File: src/rtl/btn_debounce_bank_if.sv
// Button bank bundle: raw active-high button inputs plus the debounced
// level and press-tick outputs, one bit per channel.
interface btn_debounce_bank_if #(
    parameter int N_BTN = 4
);
    logic [N_BTN-1:0] btn;
    logic [N_BTN-1:0] db_level;
    logic [N_BTN-1:0] db_tick;

    modport master (
        output btn,
        input  db_level,
        input  db_tick
    );

    modport slave (
        input  btn,
        output db_level,
        output db_tick
    );
endinterface

File: src/rtl/btn_debounce_bank.sv
// Per-channel push-button debouncer: 2-flop synchroniser feeding a four-state
// stability FSM that yields a clean level and a single tick per accepted press.
module btn_debounce_bank #(
    parameter int N_BTN      = 4,
    parameter int STABLE_CYC = 1000000,
    parameter int CNT_W      = 20
) (
    input  logic                clk,
    input  logic                reset,
    btn_debounce_bank_if.slave  bus
);

    typedef enum logic [1:0] {
        ST_ZERO  = 2'd0,
        ST_WAIT1 = 2'd1,
        ST_ONE   = 2'd2,
        ST_WAIT0 = 2'd3
    } db_state_e;

    localparam logic [CNT_W-1:0] CNT_RELOAD = CNT_W'(STABLE_CYC - 1);
    localparam logic [CNT_W-1:0] CNT_ZERO   = {CNT_W{1'b0}};
    localparam logic [CNT_W-1:0] CNT_ONE    = {{(CNT_W-1){1'b0}}, 1'b1};

    logic [N_BTN-1:0] sync1_q;
    logic [N_BTN-1:0] sync2_q;

    // Two-stage synchroniser; the FSMs only ever look at sync2_q.
    always_ff @(posedge clk or negedge reset) begin
        if (!reset) begin
            sync1_q <= {N_BTN{1'b0}};
            sync2_q <= {N_BTN{1'b0}};
        end else begin
            sync1_q <= bus.btn;
            sync2_q <= sync1_q;
        end
    end

    for (genvar gi = 0; gi < N_BTN; gi++) begin : g_chan
        db_state_e        state_q;
        logic [CNT_W-1:0] cnt_q;
        logic             level_q;
        logic             tick_q;
        logic             s_s;

        assign s_s = sync2_q[gi];

        // Stability FSM: the counter runs only while the input disagrees with the
        // accepted level, and any reversion drops straight back to the settled state.
        always_ff @(posedge clk or negedge reset) begin
            if (!reset) begin
                state_q <= ST_ZERO;
                cnt_q   <= CNT_ZERO;
                level_q <= 1'b0;
                tick_q  <= 1'b0;
            end else begin
                tick_q <= 1'b0;
                case (state_q)
                    ST_ZERO: begin
                        if (s_s) begin
                            state_q <= ST_WAIT1;
                            cnt_q   <= CNT_RELOAD;
                        end else begin
                            state_q <= ST_ZERO;
                        end
                    end
                    ST_WAIT1: begin
                        if (!s_s) begin
                            state_q <= ST_ZERO;
                        end else if (cnt_q != CNT_ZERO) begin
                            cnt_q <= cnt_q - CNT_ONE;
                        end else begin
                            state_q <= ST_ONE;
                            level_q <= 1'b1;
                            tick_q  <= 1'b1;
                        end
                    end
                    ST_ONE: begin
                        if (!s_s) begin
                            state_q <= ST_WAIT0;
                            cnt_q   <= CNT_RELOAD;
                        end else begin
                            state_q <= ST_ONE;
                        end
                    end
                    ST_WAIT0: begin
                        if (s_s) begin
                            state_q <= ST_ONE;
                        end else if (cnt_q != CNT_ZERO) begin
                            cnt_q <= cnt_q - CNT_ONE;
                        end else begin
                            state_q <= ST_ZERO;
                            level_q <= 1'b0;
                        end
                    end
                    default: begin
                        state_q <= ST_ZERO;
                        cnt_q   <= CNT_ZERO;
                        level_q <= 1'b0;
                    end
                endcase
            end
        end

        assign bus.db_level[gi] = level_q;
        assign bus.db_tick[gi]  = tick_q;
    end

endmodule
File: src/flat_wrapper.sv
// flat-port wrapper written by rule: the top's interface ports become plain ports
module btn_debounce_bank_flat 
#(
    parameter int N_BTN      = 4,
    parameter int STABLE_CYC = 1000000,
    parameter int CNT_W      = 20
)
  (clk, reset, bus_btn, bus_db_level, bus_db_tick);
  btn_debounce_bank_if #(.N_BTN(N_BTN)) bus_i ();
  input  logic clk;
  input  logic reset;
  input wire logic [$bits(bus_i.btn)-1:0] bus_btn;
  output wire logic [$bits(bus_i.db_level)-1:0] bus_db_level;
  output wire logic [$bits(bus_i.db_tick)-1:0] bus_db_tick;
  assign bus_i.btn = bus_btn;
  assign bus_db_level = bus_i.db_level;
  assign bus_db_tick = bus_i.db_tick;
  btn_debounce_bank #(.N_BTN(N_BTN), .STABLE_CYC(STABLE_CYC), .CNT_W(CNT_W)) u_core (.clk(clk), .reset(reset), .bus(bus_i));
endmodule
File: config.mk
export PLATFORM = sky130hd
export DESIGN_NAME = btn_debounce_bank_flat
export DESIGN_NICKNAME = d
export VERILOG_FILES = /design/src/rtl/btn_debounce_bank_if.sv /design/src/rtl/btn_debounce_bank.sv /design/src/flat_wrapper.sv
export SDC_FILE = /design/constraint.sdc
export NUM_CORES = 1
export LEC_CHECK = 0
export ABC_CLOCK_PERIOD_IN_PS = 2880
export BUFFER_PORTS_ARGS = -buffer_cell sky130_fd_sc_hd__buf_4
export CAP_MARGIN = 20
export CORE_ASPECT_RATIO = 1.25
export CORE_UTILIZATION = 63
export CTS_BUF_LIST = sky130_fd_sc_hd__clkbuf_16
export DETAILED_ROUTE_END_ITERATION = 12
export HOLD_SLACK_MARGIN = 0.1
export MAX_ROUTING_LAYER = met4
export PLACE_DENSITY = 0.82
export SLEW_MARGIN = 5
export SYNTH_ARGS = -nofsm -noshare
export SYNTH_HDL_FRONTEND = slang
export SYNTH_SLANG_ARGS = --single-unit
File: constraint.sdc
create_clock -name clk -period 2.88 [get_ports clk]
set_input_delay 0.432 -clock clk [delete_from_list [all_inputs] [get_ports clk]]
set_output_delay 0.432 -clock clk [all_outputs]
set_load 0.05 [all_outputs]
Word level (Yosys, flattened, before mapping)

Cells that the tools add are included.

Bits in latches: 0
Flip-flop bits (word level): 104
Logic and storage cells: 174
Memories: 0
Bits in writable memories: 0
Memory bits (read-only): 0
Input port bits: 6
Output and inout port bits: 8

Add/sub/neg operators: 4
Eq/ne operators: 44
$lt $le $gt $ge: 0
Reductions and logical operators: 24
Bitwise gates (word level): 0
Muxes and demuxes: 84
Divide/modulo/power cells: 0
Shift operators: 0
Multiply operators: 0

Operator list:

| kind                                                 | count |
|---|---|
| 2-to-1 mux 20 bit                                    | 20 |
| case mux 20 bit (4 select lines)                     | 4 |
| nonzero test 20 bit                                  | 4 |
| subtractor 20 x 1 -> 20 bit (second input constant)  | 4 |
| 2-to-1 mux 1 bit                                     | 36 |
| 2-to-1 mux 2 bit                                     | 16 |
| != test 2 bit (second input constant)                | 16 |
| case mux 2 bit (4 select lines)                      | 4 |
| AND reduction 5 bit                                  | 4 |
| equality test 2 bit (second input constant)          | 8 |
| != test 2 x 1 -> 1 bit (second input constant)       | 8 |
| AND reduction 4 bit                                  | 4 |
| != test 3 x 2 -> 1 bit (second input constant)       | 4 |
| != test 3 bit (second input constant)                | 4 |
| equality test 2 x 1 -> 1 bit (second input constant) | 4 |
| logical NOT 2 bit                                    | 4 |
| case mux 1 bit (2 select lines)                      | 4 |
| AND reduction 2 bit                                  | 4 |
| nonzero test 2 bit                                   | 4 |

Logic depth before layout (Yosys ltp)

Gate-level depths: netlist (run 1).

Depth in word-level cells: 4
Depth in mapped cells: 11
Depth with buffers taken out: 9

Worst setup path after synthesis (run 1)

OpenSTA, ideal clock, no wires.

Kind: register to register
From: reg u_core.g_chan[0].cnt_q[0]
To: reg u_core.g_chan[0].cnt_q[10]
Data required time: 2758 ps
Clock period less this slack: 2491 ps
Setup time: 122 ps
Data arrival time: 2369 ps
Path buffers: 2
Path slack: 389 ps
Cell stages (with the launch flop): 10
Path through: dfrtp_1 inv_1 ha_1 or4b_2 or4_4 buf_6 o21ai_2 buf_6 o21bai_1 a32o_1

Word-level cells in the longest chain between the ends: 4
Elaborated cells on any way between the ends: 6
Those cells by class: 1 x add/sub; 4 x mux; 1 x reduce/logical

RTL lines:

| what                                                                      | line                                             | source |
|---|---|---|
| from (decl)                                                               | btn_debounce_bank.sv:40                          | `logic [CNT_W-1:0] cnt_q;` |
| from (signal assigned)                                                    | btn_debounce_bank.sv:70                          | `cnt_q <= cnt_q - CNT_ONE;` |
| from (signal assigned)                                                    | btn_debounce_bank.sv:89                          | `cnt_q <= cnt_q - CNT_ONE;` |
| subtractor 20 x 1 -> 20 bit / nonzero test 20 bit (equally long branches) | -                                                |  |
| 2-to-1 mux 20 bit *                                                       | btn_debounce_bank.sv:69, btn_debounce_bank.sv:88 |  |
| 2-to-1 mux 20 bit, on equally long branches                               | btn_debounce_bank.sv:86, btn_debounce_bank.sv:67 |  |
| case mux 20 bit (4 select lines) *                                        | btn_debounce_bank.sv:57                          | `case (state_q)` |

Mark *: on every way between the ends. The rest lies on a longest branch, timed or not. The select of a mux whose other input is x is not followed.
A chain may end at the register's enable or synchronous reset.

Worst setup path in the final report (run 1)

From: reg u_core.g_chan[0].cnt_q[0]
To: reg u_core.g_chan[0].cnt_q[19]

Same word-level chain as after synthesis.

==> key figures, run 1 <==
Run status
  • Status: finished, final reports clean

Floorplanning
  • DIE AREA: 9510 um^2
  • I/O pin total: 14
  • Row count: 38
  • Core region area: 8750 um^2
  • Initial Utilization: 65.7%
  • Die height: 109 um
  • Die W: about 87 um

Detailed routing
  • Mean routed wirelength per cell: between 15 and 20 um
  • Antenna-violating nets left: 0
  • Vias: a little under 5k
  • Total Routed Length: about 13 mm
  • DRT Pass-1 Iters: 5
  • DRC: 0
  • Vias per cell: 6.53
  • Iter 0 DRT Violations: between 200 and 300

STA
  • Final worst slack: around 0.34 ns
  • Sum Neg Setup Slack: 0 ns
  • Final period util: 88.2%
  • Hold Vio Cnt, Final: 0
  • Min cycle time layout: around 2.5 ns
  • Pins Over Slew Limit: 0
  • Worst Max-Slew Pin Slew: ~1.0 ns
  • Final clock skew: around 0.0084 ns
  • Rel. slew slack: about 30%
  • # setup viols final: 0
  • RSZ-0062 raised after global routing: no
  • Fmax: 394 MHz

Worst setup path
  • Worst reg2reg path endpoint: u_core.g_chan[0].cnt_q[19]
  • RR Startpoint: u_core.g_chan[0].cnt_q[0]
  • Worst R2R Setup Slack: about 0.34 ns
  • Slowest stage delay, CP: 0.62 ns
  • Kind of critical path: register to register
  • Worst Setup Start Kind: register
  • CP arrival: 2.75 ns
  • Worst Reg-to-Reg Cells: 8
  • Worst EP required: slightly above 3 ns
  • Top delay family on crit path: simple AND/OR/NAND/NOR gates
  • Buf/Inv on CP: 2
  • Cell Chain, Critical Path: inv_1 -> ha_1 -> or4b_2 -> or4_4 -> o21ai_2 -> buf_4 -> or4_1 -> nand3_1
  • Slowest CP cell: or4b_2
  • Worst-path fanout max: 10
  • Crit end category: register

GRT
  • Number of global-route vias before repair: slightly below 5k
  • Global route overflow: 0
  • Total track usage: approximately 29%
  • Initial antenna violation count: 0
  • First-pass GRT wire length: 21.4 mm
  • Largest net degree at the start of global routing: 60

Finish
  • Share of layout cells above drive strength 1: a little under an eighth
  • Register Area: ~2600 um^2
  • Multi-input logic area: slightly below 3000 um^2
  • Commonest non-fill, non-tap cell in the layout: dfrtp_1
  • Fillcell total: 675
  • Area Growth Syn to Fin: 9.08%
  • ANT cells: 0
  • Final #Nets: about 640
  • Non-filler cells, final: 750
  • Fin area: 6270 um^2
  • Commonest non-fill, non-tap cells in the layout: dfrtp_1 (104), nor2_1 (53), nand2_1 (50), buf_4 (31), nand3_1 (27)

Synth
  • Synth warn: 0
  • Ys async rst share: 100%
  • Netlist cell types: 69
  • Yosys reg bits: 104
  • Cell Area, Synth: roughly 5700 um^2
  • Number of synthesized flops with an enable pin: 0
  • Register area share after synthesis: a little under half
  • Synth Net Count: ~630
  • Cell count after synthesis: about 610
  • Top_reg_cell synth: dfrtp_1
  • Avg Inst Size Synth: about 9.4 um^2

Pwr
  • P_sw: approximately 0.84 mW
  • Leak: approximately 2.4 nW
  • Maximum VDD drop: 0.341 mV
  • Power Density: approximately 500 nW/um^2
  • Int Power: 2.34 mW
  • Clock Power Share: slightly below 40%
  • Tot Pwr: 3.17 mW
  • Flop pwr share: a little over half
  • Logic pwr share: under 10%
  • Switching share of power: 26.3%

CTS
  • Post-CTS setup buffers: 0
  • H-tree depth: 3
  • Clock tree buffer depth: 2
  • TritonCTS clock tree: yes
  • CTS resizes: 0
  • Worst-skew pair later-pin latency: 0.35 ns
  • CTS buffer count: 9
  • Clk Tree Root Cell: clkbuf_16
  • CTS Sinks: ~100
  • Clk slew on worst S/H paths: around 0.070 ns
  • Post-CTS Hold Buffers: 0

Flow run
  • Max Cap Viol: 0

Placement
  • Area post-placement: 5980 um^2
  • Placer Congestion: approximately 0.96
  • Placed cells: approximately 730
  • I/O Buffers: 13
  • Post-DP HPWL: roughly 8.7 mm
  • Placement Setup Slack: 0.376 ns

Min path
  • Tightest Hold Check Type: input port to async pin
## routing by layer
| layer | GRT usage (%) | vias up | share of wire (%) |
|---|---|---|---|
| li1 | - | 2351 | - |
| met1 | 34.8 | 2376 | 43 |
| met2 | 50.1 | 143 | 50 |
| met3 | 4.54 | 29 | 4.5 |
| met4 | 11.7 | 0 | 2.5 |
| met5 | - | - | 0 |
## power groups by stage
| stage | registers [mW] | clock network [mW] | logic [mW] |
|---|---|---|---|
| global route | 1.68 | 1.31 | 0.323 |
| floorplan | 1.65 | 0 | 0.205 |
| global placement | 1.67 | 0 | 0.273 |
| finish | 1.66 | 1.23 | 0.287 |
| detailed placement | 1.68 | 0 | 0.288 |
| CTS | 1.65 | 1.25 | 0.290 |
## how the worst max path moves through the flow
stage / start / to / slack [ns] / depth (start not counted)
after floorplan: u_core.g_chan[0].cnt_q[0] / u_core.g_chan[0].cnt_q[10] / 0.39 / 9
after global placement: u_core.g_chan[0].cnt_q[0] / u_core.g_chan[0].cnt_q[0] / 0.42 / 9
after detailed placement: u_core.g_chan[0].cnt_q[1] / u_core.g_chan[0].cnt_q[14] / 0.38 / 8
after CTS: u_core.g_chan[0].cnt_q[0] / u_core.g_chan[0].cnt_q[14] / 0.35 / 8
after global routing: u_core.g_chan[0].cnt_q[0] / u_core.g_chan[0].cnt_q[18] / 0.20 / 8
final: u_core.g_chan[0].cnt_q[0] / u_core.g_chan[0].cnt_q[19] / 0.34 / 8
## per-stage QoR
| stage | hold WS, ns | util [%] |
|---|---|---|
| 6_report | 0.0708 | 71.7 |
| 5_1_grt | 0.127 | 71.7 |
| 4_1_cts | 0.106 | 71.7 |
| 3_5_place_dp | 0.335 | 68.3 |
| 3_3_place_gp | 0.334 | 68.3 |
| 2_1_floorplan | 0.136 | - |
## layout make-up
cell class	count	area share, %
multi-input combinational	457	46.1
clock inverter	7	1.10
inverter	21	1.26
tap	120	2.39
timing repair buffer	32	4.03
clock buffer	9	3.59
sequential	104	41.5
## logic make-up after synthesis
group	count (synthesis)	synth area share (%)
adder cells (fa/ha/maj)	8	1.74
multiplexers	7	1.26
AO/OA/AOI/OAI	136	17.0
buffers and inverters	53	4.42
XOR/XNOR	19	2.90
flip-flops	104	45.3
AND/OR/NAND/NOR	287	27.4
## state kept, by name, indices dropped and copies added, names as in the netlist, named ones only
| signal | cells |
|---|---|
| u_core.g_chan.cnt_q | 80 |
| u_core.g_chan.level_q | 4 |
| u_core.g_chan.state_q | 4 |
| u_core.g_chan.tick_q | 4 |
| u_core.sync1_q | 4 |
| u_core.sync2_q | 4 |
## synthesized netlist by cell type (all sizes together) (12+ instances only)
master | n | area [um^2]
nor4 | 24 | 156
clkbuf | 19 | 71.3
nand2 | 50 | 188
a21oi | 26 | 130
nor3 | 24 | 125
o31ai | 12 | 95.1
or3 | 16 | 100
buf | 13 | 104
o21ai | 26 | 134
dfrtp | 104 | 2600
or4 | 21 | 161
inv | 20 | 75.1
xnor2 | 14 | 123
nand3 | 27 | 135
nand4 | 14 | 87.6
or2 | 12 | 75.1
nor2 | 53 | 199
(Power assumes the default switching activity.)
==> inputs of run 2 (changes only) <==
==> constraint.sdc (replaced) <==
create_clock -name clk -period 2.88 [get_ports clk]
set_input_delay 0.288 -clock clk [delete_from_list [all_inputs] [get_ports clk]]
set_output_delay 0.288 -clock clk [all_outputs]
set_load 0.05 [all_outputs]
==> run 2 against run 1 <==
Effect of this change:
- setup slack better by 0.0015 ns
- fmax hardly changed
- clock-buffer cell count stayed put
- sequential share of layout area shrank 0.33 points
- register-to-register slack hardly changed
- critical path depth stayed put
- die area did not move
- first-iteration DRC count increased by 11%
- via count about the same
- sequential power barely moved
- wire length rose by 0.53%
==> key figures, run 2 (same netlist as run 1, synthesis figures left out) <==
Floorplanning
  • Row count: 38
  • Die W: 87.4 um
  • I/O pin total: 14
  • DIE AREA: 9510 um^2
  • Core region area: 8750 um^2
  • Initial Utilization: between 60% and 70%
  • Die height: 109 um

Finish
  • Final #Nets: about 640
  • Non-filler cells, final: between 700 and 800
  • ANT cells: 0
  • Biggest register: u_core.g_chan.cnt_q
  • Fillcell total: 668
  • Commonest non-fill, non-tap cell in the layout: dfrtp_1
  • Commonest non-fill, non-tap cells in the layout: dfrtp_1 (104), nor2_1 (53), nand2_1 (50), buf_4 (31), nand3_1 (27)
  • Largest register FFs: 80
  • Area Growth Syn to Fin: 9.95%
  • Share of layout cells above drive strength 1: roughly an eighth

STA
  • Pins Over Slew Limit: 0
  • Hold Vio Cnt, Final: 0
  • Min cycle time layout: 2.54 ns
  • Worst Max-Slew Pin Slew: about 1.0 ns
  • Fmax: 394 MHz
  • Final period util: between 80% and 90%
  • Rel. slew slack: between 30 and 40%
  • Final clock skew: between 0.007 and 0.008 ns
  • Sum Neg Setup Slack: 0 ns
  • # setup viols final: 0
  • RSZ-0062 raised after global routing: no

Placement
  • Placer Congestion: between 0.9 and 1
  • Post-DP HPWL: ~8.7 mm
  • I/O Buffers: 13
  • Placed cells: 734

Worst setup path
  • Worst-path fanout max: 10
  • Buf/Inv on CP: 2
  • Worst EP required: around 3 ns
  • Slowest CP cell: or4b_2
  • Cell Chain, Critical Path: inv_1 -> ha_1 -> or4b_2 -> or4_4 -> o21ai_2 -> buf_4 -> or4_1 -> nand3_1
  • CP arrival: 2.75 ns
  • Slowest stage delay, CP: ~0.62 ns
  • Kind of critical path: register to register
  • Top delay family on crit path: simple AND/OR/NAND/NOR gates
  • Worst Setup Start Kind: register
  • Crit end category: register

CTS
  • Clk Tree Root Cell: clkbuf_16
  • Clock tree buffer depth: 2
  • Worst-skew pair later-pin latency: between 0.3 and 0.4 ns
  • H-tree depth: 3
  • CTS Sinks: 104
  • Post-CTS setup buffers: 0
  • Clk slew on worst S/H paths: 0.07 ns
  • CTS buffer count: 9
  • TritonCTS clock tree: yes

Pwr
  • Power Density: 503 nW/um^2
  • Maximum VDD drop: around 0.34 mV
  • Leak: between 2 and 2.5 nW
  • Tot Pwr: 3.18 mW

Detailed routing
  • Vias per cell: approximately 6.5
  • Antenna-violating nets left: 0
  • Vias: slightly below 5k
  • Iter 0 DRT Violations: ~330
  • DRT Pass-1 Iters: 5
  • Total Routed Length: 12.6 mm
  • DRC: 0
  • Mean routed wirelength per cell: about 17 um

GRT
  • Total track usage: approximately 30%
  • Largest net degree at the start of global routing: 60
  • Initial antenna violation count: 0
  • Number of global-route vias before repair: 4861
  • Global route overflow: 0
  • First-pass GRT wire length: 21.5 mm

Run status
  • Status: finished, final reports clean

Min path
  • Tightest Hold Check Type: register to register

Flow run
  • Max Cap Viol: 0
[run 2: worst paths after layout]
kind | slack [ns] | cells past startpoint | endpoint | startpoint
max | 0.34 | 8 | u_core.g_chan[0].cnt_q[19] | u_core.g_chan[0].cnt_q[0]
min | 0.35 | 0 | u_core.sync2_q[0] | u_core.sync1_q[0]
max reg2reg | 0.34 | 8 | u_core.g_chan[0].cnt_q[19] | u_core.g_chan[0].cnt_q[0]
min reg2reg | 0.35 | 0 | u_core.sync2_q[0] | u_core.sync1_q[0]
max in group asynchronous | 1.68 | 3 | u_core.g_chan[0].state_q[0] | reset
min in group asynchronous | 0.48 | 2 | u_core.g_chan[2].cnt_q[13] | reset
[run 2: repair_timing]
action | CTS | global route
hold buffers | 5 | 0
endpoints found under the hold margin | 49 | 0
resized for setup | 0 | 0
[run 2: area by class of cell]
type                            instances  area, um^2  share of cell area [%]
Multi-Input combinational cell        457        2890                    45.8
Sequential cell                       104        2600                    41.2
Timing Repair Buffer                   37         303                    4.79
Clock buffer                            9         225                    3.56
Tap cell                              120         150                    2.38
Inverter                               21        78.8                    1.25
Clock inverter                          7        68.8                    1.09
[run 2: per-layer routing]
layer | wire [um] | vias up | track usage, %
met1 | 5600 | 2409 | 34.8
li1 | - | 2357 | -
met3 | 407 | 24 | 4.54
met2 | 6310 | 110 | 50.6
met5 | 0 | - | -
met4 | 279 | 0 | 11.7
[run 2: metrics by stage]
step	hold WS [ns]	utilization, %	setup WS [ns]	area, um^2
6_report	0.348	72.2	0.341	6320
5_1_grt	0.360	72.2	0.202	6320
4_1_cts	0.350	72.2	0.345	6320
3_5_place_dp	0.331	68.3	0.376	5980
3_3_place_gp	0.330	68.3	0.424	5980
2_1_floorplan	-0.00759	-	0.389	5750
[run 2: worst reg2reg max path, delay by kind of cell (launching register included)]
kind / cells / cell delay, ns
compound gates: 1 / 0.21
fa+ha+maj: 1 / 0.15
buf+inv: 2 / 0.32
flops: 1 / 0.41
simple gates: 4 / 1.31
[run 2: where the power goes]
| group | switching [mW] | internal, mW |
|---|---|---|
| clock network | 0.553 | 0.674 |
| logic | 0.168 | 0.126 |
| registers | 0.117 | 1.54 |
==> inputs of run 3 (changes only) <==
==> constraint.sdc (replaced) <==
create_clock -name clk -period 2.88 [get_ports clk]
set_input_delay 0.72 -clock clk [delete_from_list [all_inputs] [get_ports clk]]
set_output_delay 0.72 -clock clk [all_outputs]
set_load 0.05 [all_outputs]
==> run 3 against run 2 <==
Effect of this change:
- cell area down 0.40%
- utilization down 0.29 points
- via count up 0.22%
- global-route usage up 0.059 points
- sequential cell count unchanged
- critical path depth down 1
- fmax down 2.3%
- die area unchanged
- final cell count down 0.79%
- first-iteration DRC count down 26%
- largest power group unchanged
- clock skew down 0.0023 ns
==> key figures, run 3 (same netlist as run 1, synthesis figures left out) <==
Floorplanning
  • I/O pin total: 14
  • Core region area: around 9000 um^2
  • Die height: 109 um
  • Initial Utilization: between 60% and 70%
  • DIE AREA: approximately 9500 um^2
  • Die W: 87.4 um
  • Row count: 38

STA
  • Pins Over Slew Limit: 0
  • Hold Vio Cnt, Final: 0
  • Fmax: 385 MHz
  • Min cycle time layout: 2.60 ns
  • Final clock skew: around 0.0055 ns
  • RSZ-0062 raised after global routing: no
  • Worst Max-Slew Pin Slew: between 1 and 1.5 ns
  • WHS: between 0.3 and 0.4 ns
  • Final period util: between 90% and 100%
  • Rel. slew slack: between 20% and 30%
  • # setup viols final: 0
  • Sum Neg Setup Slack: 0 ns

Placement
  • I/O Buffers: 13
  • Placer Congestion: between 0.9 and 1
  • Area post-placement: ~6000 um^2
  • Placed cells: ~740
  • Post-DP HPWL: between 8 and 9 mm

Finish
  • Multi-input logic area: a little under 3000 um^2
  • Final #Nets: 640
  • Share of layout cells above drive strength 1: approximately an eighth
  • Commonest non-fill, non-tap cell in the layout: dfrtp_1
  • Biggest register: u_core.g_chan.cnt_q
  • Register Area: 2600 um^2
  • ANT cells: 0
  • Commonest non-fill, non-tap cells in the layout: dfrtp_1 (104), nor2_1 (53), nand2_1 (50), buf_4 (33), nand3_1 (27)
  • Fin area: 6290 um^2
  • Area Growth Syn to Fin: 9.51%
  • Largest register FFs: 80
  • Fillcell total: 690
  • Non-filler cells, final: 749

Worst setup path
  • Worst-path fanout max: 7
  • CP arrival: between 2 and 3 ns
  • RR Startpoint: u_core.g_chan[0].cnt_q[1]
  • Critical path startpoint: u_core.g_chan[0].cnt_q[1]
  • Slowest stage delay, CP: roughly 0.62 ns
  • Worst EP required: just over 3 ns
  • CP dominant cell by count: nor2_1
  • Cell Chain, Critical Path: inv_1 -> ha_1 -> or4b_2 -> or4_4 -> nor2_1 -> nor2_1 -> a221o_1
  • Kind of critical path: register to register
  • Top delay family on crit path: simple AND/OR/NAND/NOR gates
  • Crit end category: register
  • Worst Setup Start Kind: register
  • Buf/Inv on CP: 1
  • Slowest CP cell: or4b_2

GRT
  • Grt met1 use: a little over a third
  • Total track usage: between 20% and 30%
  • Number of global-route vias before repair: between 4k and 5k
  • Largest net degree at the start of global routing: between 50 and 60
  • Global route overflow: 0
  • Met3 global-route usage: 4.01%
  • GR met2 Demand/Resource: roughly half
  • Gr busiest metal: met2
  • First-pass GRT wire length: ~21 mm
  • Initial antenna violation count: 0

CTS
  • Post-CTS setup buffers: 0
  • CTS resizes: 0
  • CTS buffer count: 9
  • H-tree depth: 3
  • CTS Sinks: 104
  • Clk slew on worst S/H paths: approximately 0.07 ns
  • Clock tree buffer depth: 2
  • Worst-skew pair later-pin latency: around 0.35 ns
  • Post-CTS Hold Buffers: 0
  • Clk Tree Root Cell: clkbuf_16
  • TritonCTS clock tree: yes

Detailed routing
  • DRT Pass-1 Iters: 5
  • Iter 0 DRT Violations: 244
  • DRC: 0
  • Mean routed wirelength per cell: 16.9 um
  • Total Routed Length: between 10 and 15 mm
  • Vias: about 4.9k
  • Vias per cell: 6.56
  • Antenna-violating nets left: 0

Pwr
  • Maximum VDD drop: roughly 0.35 mV
  • Leak: around 2.5 nW
  • Power Density: between 500 and 600 nW/um^2

Min path
  • Hold Path Origin: u_core.sync1_q[0]
  • Tightest Hold Check Type: register to register

Run status
  • Status: finished, final reports clean

Flow run
  • Max Cap Viol: 0
## run 3: path summary, 6_finish.rpt
kind | endpoint | slack (ns) | cells past startpoint
hold / removal | u_core.sync2_q[0] | 0.35 | 0
hold reg to reg | u_core.sync2_q[0] | 0.35 | 0
max in group asynchronous | u_core.sync1_q[2] | 1.77 | 2
setup reg to reg | u_core.g_chan[0].cnt_q[7] | 0.28 | 7
setup / recovery | u_core.g_chan[0].cnt_q[7] | 0.28 | 7
min in group asynchronous | u_core.g_chan[2].cnt_q[17] | 0.38 | 1
## run 3: where the power goes
part           leakage (nW)  switching, mW  internal, mW  total [mW]
registers              1.21          0.115          1.54        1.66
clock network         0.163          0.514         0.835        1.35
logic                  1.08          0.168         0.121       0.289
## run 3: layer usage
| layer | routed length [um] | part of all wire, % | vias up |
|---|---|---|---|
| li1 | - | - | 2331 |
| met1 | 5410 | 43 | 2389 |
| met2 | 6310 | 50 | 153 |
| met3 | 570 | 4.5 | 38 |
| met4 | 348 | 2.8 | 0 |
| met5 | 0 | 0 | - |
## run 3: layout make-up
class,instances,area share [%]
multi-input combinational,457,45.9
sequential,104,41.3
timing repair buffer,33,3.94
clock buffer,9,3.58
tap,120,2.39
clock inverter,5,1.57
inverter,21,1.25
## run 3: through the flow
step / util (%) / worst slack (ns) / total power [mW]
after floorplan: - / 0.389 / 1.85
after global placement: 68.2 / 0.430 / 1.95
after detailed placement: 68.2 / 0.363 / 1.97
after CTS: 72.0 / 0.309 / 3.32
after global routing: 72.0 / 0.155 / 3.42
final: 72.0 / 0.281 / 3.30
